**src/rtl/ping_scheduler.sv**
```systemverilog
// Round-robin sequencer sharing one ultrasonic ping engine across NUM_SENSORS sensors.
// Fires one sensor at a time, waits for echo or timeout, converts to mm, then holds a guard gap.
module ping_scheduler #(
  parameter int NUM_SENSORS    = 4,
  parameter int SEL_W          = 2,
  parameter int GAP_CYCLES     = 1000,
  parameter int TIMEOUT_CYCLES = 6000
) (
  input  logic                       clk,
  input  logic                       reset,
  input  logic                       enable,
  input  logic [NUM_SENSORS-1:0]     sensor_mask,
  output logic                       ping_start,
  output logic [SEL_W-1:0]           ping_sel,
  input  logic                       ping_done,
  input  logic                       ping_fail,
  input  logic [15:0]                ping_time,
  output logic [16*NUM_SENSORS-1:0]  dist_flat,
  output logic [NUM_SENSORS-1:0]     dist_valid,
  output logic                       update,
  output logic [SEL_W-1:0]           update_sel,
  output logic                       cycle_done
);

  localparam int CNT_MAX = (TIMEOUT_CYCLES > GAP_CYCLES) ? TIMEOUT_CYCLES : GAP_CYCLES;
  localparam int CW      = $clog2(CNT_MAX + 1);

  typedef enum logic [2:0] {IDLE, SELECT, START, WAIT, GAP} state_t;

  state_t           state;
  logic [SEL_W-1:0] cur;
  logic             first;
  logic [CW-1:0]    cnt;

  logic [SEL_W:0]   base;
  logic [SEL_W-1:0] pick;
  logic             found;
  logic             wrap;
  logic [19:0]      prod;
  logic [15:0]      mm;

  assign ping_sel = cur;

  // Two passes give "next set bit at or after base, else lowest set bit" without a modulo.
  always_comb begin
    base  = first ? '0 : ({1'b0, cur} + 1'b1);
    pick  = '0;
    found = 1'b0;
    for (int unsigned j = 0; j < NUM_SENSORS; j++) begin
      if (!found && sensor_mask[j] && ((SEL_W+1)'(j) >= base)) begin
        found = 1'b1;
        pick  = SEL_W'(j);
      end
    end
    for (int unsigned j = 0; j < NUM_SENSORS; j++) begin
      if (!found && sensor_mask[j]) begin
        found = 1'b1;
        pick  = SEL_W'(j);
      end
    end
    wrap = !first && (pick <= cur);
  end

  // mm = time_us * 11 / 64; the 14-bit quotient always fits in 16 bits.
  assign prod = 20'(ping_time) * 20'd11;
  assign mm   = {2'b00, prod[19:6]};

  always_ff @(posedge clk) begin
    if (reset) begin
      state      <= IDLE;
      cur        <= '0;
      first      <= 1'b1;
      cnt        <= '0;
      ping_start <= 1'b0;
      dist_flat  <= '0;
      dist_valid <= '0;
      update     <= 1'b0;
      update_sel <= '0;
      cycle_done <= 1'b0;
    end else begin
      ping_start <= 1'b0;
      update     <= 1'b0;
      cycle_done <= 1'b0;
      case (state)
        IDLE: begin
          if (enable && (sensor_mask != '0)) state <= SELECT;
        end
        SELECT: begin
          if (found) begin
            cur        <= pick;
            first      <= 1'b0;
            cycle_done <= wrap;
            ping_start <= 1'b1;
            state      <= START;
          end else begin
            first <= 1'b1;
            state <= IDLE;
          end
        end
        START: begin
          cnt   <= '0;
          state <= WAIT;
        end
        WAIT: begin
          if (ping_done) begin
            for (int unsigned i = 0; i < NUM_SENSORS; i++) begin
              if (SEL_W'(i) == cur) begin
                dist_flat[16*i +: 16] <= mm;
                dist_valid[i]         <= 1'b1;
              end
            end
            update     <= 1'b1;
            update_sel <= cur;
            cnt        <= '0;
            state      <= GAP;
          end else if (ping_fail || (cnt == CW'(TIMEOUT_CYCLES - 1))) begin
            for (int unsigned i = 0; i < NUM_SENSORS; i++) begin
              if (SEL_W'(i) == cur) dist_valid[i] <= 1'b0;
            end
            update     <= 1'b1;
            update_sel <= cur;
            cnt        <= '0;
            state      <= GAP;
          end else begin
            cnt <= cnt + 1'b1;
          end
        end
        GAP: begin
          if (cnt == CW'(GAP_CYCLES - 1)) begin
            cnt   <= '0;
            first <= !enable;
            state <= enable ? SELECT : IDLE;
          end else begin
            cnt <= cnt + 1'b1;
          end
        end
        default: state <= IDLE;
      endcase
    end
  end

endmodule
```
**config.mk**
```make
export PLATFORM = sky130hd
export DESIGN_NAME = ping_scheduler
export DESIGN_NICKNAME = d
export VERILOG_FILES = /design/src/rtl/ping_scheduler.sv
export SDC_FILE = /design/constraint.sdc
export NUM_CORES = 1
export LEC_CHECK = 0
export BUFFER_PORTS_ARGS = -buffer_cell sky130_fd_sc_hd__buf_2
export CAP_MARGIN = 20
export CORE_ASPECT_RATIO = 0.9
export CORE_MARGIN = 2
export CORE_UTILIZATION = 56
export DETAILED_ROUTE_END_ITERATION = 10
export PLACE_DENSITY = 0.8
export SETUP_SLACK_MARGIN = 0.02
export SYNTH_ARGS = -nofsm -noshare
export SYNTH_HDL_FRONTEND = slang
export SYNTH_SLANG_ARGS = --single-unit
```
**constraint.sdc**
```tcl
create_clock -name clk -period 4 [get_ports clk]
set_clock_uncertainty 0.1 [all_clocks]
set_input_delay 0.8 -clock clk [delete_from_list [all_inputs] [get_ports clk]]
set_output_delay 0.8 -clock clk [all_outputs]
set_load 0.005 [all_outputs]
```
; ---- Word level (Yosys, flattened, before mapping)
; Cells that the tools add are included.
[totals]
wordCells = 128
regBits = 84
in_bits = 25
[classes]
magnitude_cmp = 5
addsub = 2
multipliers = 1
eq_ne = 12
mux = 45
n_bitwise = 3
n_reduce_logical = 44
[op_table]
columns = op, count
row1 = $mux W13, 3
row2 = $pmux W13 S3, 1
row3 = $reduce_and A3 Y1, 9
row4 = $mux W1, 23
row5 = $mul A16 B4 Y20 const B, 1
row6 = $mux W2, 9
row7 = $mux W3, 5
row8 = $pmux W3 S5, 1
row9 = $add A13 B1 Y13 const B, 1
row10 = $eq A13 B10 Y1 const B, 1
row11 = $eq A13 B13 Y1 const B, 1
row12 = $logic_and A1 B1 Y1, 13
row13 = $logic_not A1 Y1, 9
row14 = $mux W4, 2
row15 = $eq A3 B2 Y1 const B, 2
row16 = $ge A1 B3 Y1 const A, 2
row17 = $ge A2 B3 Y1 const A, 2
row18 = $reduce_and A2 Y1, 3
row19 = $eq A2 B2 Y1 const A, 2
row20 = $ne A2 B2 Y1 const B, 2
row21 = $reduce_bool A2 Y1, 2
row22 = $reduce_bool A4 Y1, 1
row23 = $reduce_or A2 Y1, 2
row24 = $add A2 B1 Y3 const B, 1
row25 = other kinds (12), 14

; ---- Depth between registers and ports, before layout
[logic_depth]
ltp_word = 31
ltp_mapped = 12
mapped_depth_nobuf = 12

; ---- Least setup slack after synthesis
; OpenSTA, ideal clock, no wires.
[synth_path]
path_type = in2reg
start = input ping_time[7]
end = register dist_flat[11]
stages = 12
setup_ns = 0.070
arrival_time_ns = 3.391
t_required_ns = 3.830
setup_slack_ns = 0.439
path_cell_list = ha_1 -> inv_1 -> fa_1 -> inv_1 -> ha_1 -> a21oi_1 -> nor3b_1 -> o21bai_1 -> nor3_4 -> o2bb2ai_4 -> mux2_2 -> a21oi_1
[synth_between]
elab_chain_cells = 1
[synth_rtl]
columns = element, line
row1 = from (decl), 17  ; input logic [15:0] ping_time,
row2 = $mul A16 B4 Y20, 65  ; assign prod = 20'(ping_time) * 20'd11;
row3 = "to (signal, indexed assignment)", 108  ; dist_flat[16*i +: 16] <= mm;
row4 = to (decl), 18  ; output logic [16*NUM_SENSORS-1:0] dist_flat,
; No other way between the ends.
; A chain may end at the register's enable or synchronous reset.

; ---- Worst setup path after layout
; Ends and elaborated chain as after synthesis.

==> summary.md <==
| Metric | Value |
|---|---|
| Hold_sp | `dist_flat[17]` |
| Yosys warns | `0` |
| EDFF count, synth | `0` |
| Outcome | `complete, no violations` |
| Seq cells post-synth | `84` |
| Post-Syn Instances | `about 620` |
| Fraction of layout cells with a size suffix above 1 | `0.186` |
| Initial core utilization | `0.579` |
| Average wire per standard cell | `between 10 and 15 um` |
| Tot Pwr | `2.21 mW` |
| Die Span Y | `between 90 and 100 um` |
| Total wire length | `approximately 12,000 um` |
| Mapped cell area | `about 5000 um2` |
| Core region area | `roughly 8600 um2` |
| Commonest non-fill, non-tap cell in the layout | `buf_2` |
| Antenna Cells | `0` |
| First-pass GRT wire length | `approximately 20,000 um` |
| Initial DRC count | `243` |
| Placed Instances | `808` |
| Worst min path class | `reg2reg` |
| CTS Hold Buffers Added | `0` |
| DIE WIDTH | `103 um` |
| RSZ-0062 raised after global routing | `no` |
| FP Rows | `32` |
| Area growth syn-to-layout | `14.9%` |
| Peak Freq | `283 MHz` |
| Rel. slew slack | `0.375` |
| Worst r2r src | `cnt[0]` |
| Number of max-cap violations | `0` |
| Fin. max-slew vios | `0` |
| FF-to-FF End | `cnt[3]` |
| Delay-heaviest family, CP | `adder cells` |
| CP cell instances | `buf_2 > ha_1 > inv_1 > fa_1 > inv_1 > ha_1 > a21oi_1 > nor3b_1 > o21bai_1 > nor3_4 > o2bb2ai_4 > mux2_2 > a21oi_1` |
| Worst hold stages | `2` |
| IO Port Bufs | `between 90 and 100` |
| Clock Path Buffers | `2` |
| Synth area leader | `dfxtp_1` |
| Post-route minimum period | `around 3.5 ns` |
| Final setup TNS | `0 ns` |
| Clock latency on the worst-skew pair | `0.36 ns` |
| Layout Cells excl Fill | `about 830` |
| Via/cell ratio | `5.43` |
| GRT Residual Overflow | `0` |
| Global Route Usage Sum | `0.259` |
| Crit path capture type | `flop` |
| Distinct cells, synth | `~60` |
| RD Place Congestion | `0.876` |
| CTS clk-pin slew, worst paths | `about 0.08 ns` |
| Filler cells | `between 700 and 800` |
| Reg2Reg Depth | `8` |
| Initial antenna violation count | `0` |
| CTS tree | `done` |
| Required time of the critical path | `4.18 ns` |
| Hold slack | `roughly 0.36 ns` |
| Data arrival, critical path | `around 3.7 ns` |
| Crit path buffers/inverters | `3` |
| Clk sinks | `between 80 and 90` |
| Io pins | `100` |
| Setup CP Type | `in2reg` |
| Hold Path Sink | `dist_flat[17]` |
| Least-Margin Pin Slew | `~0.94 ns` |
| Final Setup Violations | `0` |
| Detail Route Antenna Nets | `0` |
| Vias in the first global route | `~4,300` |
| Total number of vias | `about 4,500` |
| Finished Cell Area | `about 5700 um2` |
| Placed instance area | `between 5000 and 6000 um2` |
| Root buf cell | `clkbuf_8` |
| PD cells | `roughly 390 nW/um2` |
| Post-CTS resize count | `0` |
| VDD IR max | `approximately 0.22 mV` |
| Top cell type's share of synthesized area | `0.337` |
| H-tree depth | `3` |
| Commonest non-fill, non-tap cells in the layout | `buf_2 (92), dfxtp_1 (84), inv_1 (76), nor2_1 (71), nand2_1 (66)` |
| NumNets Final | `between 700 and 800` |
| Crit Path Max Fanout | `5` |
| Register area share after synthesis | `0.337` |
| Final worst-path cycle share | `0.883` |
| Post-CTS setup buffers | `0` |
| Clock buffers created by TritonCTS | `9` |
| CP peak stage delay | `~0.5 ns` |
| Top FF cell, synth | `dfxtp_1` |
| R2r setup slk | `roughly 1.4 ns` |
| Synth area leaders | `dfxtp_1 (34%), ha_1 (10%), a21oi_1 (5.8%)` |
| Crit path launch type | `primary input` |
| Pleak | `2.65 nW` |
| Fraction of registers with async set/reset | `0` |
| Mean Syn Cell Area | `between 8 and 9 um2` |
| Detailed-placement wirelength estimate | `9040 um` |
| Slowest CP cell | `fa_1` |
| Final hold violation count | `0` |
| Pin count of the biggest net entering global routing | `56` |
| Drc violations | `0` |
| First-pass DRT Iterations | `4` |
| DIE AREA | `between 9000 and 10,000 um2` |
registers in the layout (all words and copies together), names as in the netlist:
register	count
dist_flat	56
cnt	13
dist_valid	4
state	3
ping_sel	2
update_sel	2
cycle_done	1
first	1
ping_start	1
update	1
synthesized netlist by cell type (all sizes together) (2+ instances only):
library cell  count
o211ai            2
nor2             71
clkbuf           19
buf              14
mux2              5
and2              2
o21a              7
or2               3
nand3b           12
o221ai            2
a31oi             2
nor2b             4
nand2            66
nand4b            2
ha               41
mux2i             2
nor3             11
nand3             5
or3               2
a21o              4
nor4              4
o21ai            41
xor2              2
inv              76
and3              9
a21oi            59
fa               12
nand2b            6
nor3b             9
o21bai            3
a211oi           15
nand4             2
dfxtp            84
xnor2             7
a21boi            2
through the flow:
stage	worst slack (ns)	util
3_3_place_gp	0.192	0.636
6_report	0.467	0.666
5_1_grt	0.309	0.666
2_1_floorplan	0.439	-
3_5_place_dp	0.101	0.636
4_1_cts	0.480	0.665
kinds of logic after synthesis:
kind of cell | Yosys count | share of synthesized area
AND/OR/NAND/NOR | 212 | 0.207
AO/OA/AOI/OAI | 146 | 0.182
buffers and inverters | 109 | 0.0896
flip-flops | 84 | 0.337
adder cells (fa/ha/maj) | 53 | 0.151
XOR/XNOR | 9 | 0.0173
multiplexers | 7 | 0.0153
other | 1 | 0.000752
power breakdown:
group / internal, mW / leakage (nW) / total [mW] / switching (mW)
Sequential: 0.846 / 0.677 / 0.857 / 0.0111
Combinational: 0.226 / 1.84 / 0.612 / 0.386
Clock: 0.420 / 0.125 / 0.742 / 0.322
Total: 1.49 / 2.65 / 2.21 / 0.719
final cells by class:
class / count / area [um2] / area share
clock inverters: 7 / 124 / 0.0216
multi-input cells: 435 / 2890 / 0.503
repair buffers: 95 / 483 / 0.0843
clock buffers: 9 / 124 / 0.0216
inverters: 76 / 285 / 0.0498
well taps: 119 / 149 / 0.0260
flip-flops and latches: 84 / 1680 / 0.293
how the worst max path moves through the flow:
stage	startpoint	end	slack, ns	depth (start not counted)
CTS	ping_time[7]	dist_flat[11]	0.48	13
global route	ping_time[8]	dist_flat[11]	0.31	13
global placement	ping_time[9]	dist_flat[11]	0.19	13
floorplan	ping_time[7]	dist_flat[11]	0.44	12
detailed placement	ping_time[7]	dist_flat[59]	0.10	13
finish	ping_time[7]	dist_flat[11]	0.47	13
per-layer routing:
layer  GRT usage  share of wire
met5           0              0
met4      0.0800          0.017
met3      0.0628          0.070
met2       0.442           0.49
met1       0.318           0.42
worst reg2reg max path, stage by stage, from the launching register on:
cell	delay (ns)
dfxtp_1	0.40
ha_1	0.26
nand4b_1	0.11
nor4_1	0.39
nor2_1	0.12
a21oi_2	0.70
o21ai_0	0.23
a21oi_1	0.19
nor2_1	0.05
Note: power is estimated with default switching activity, not from simulation.
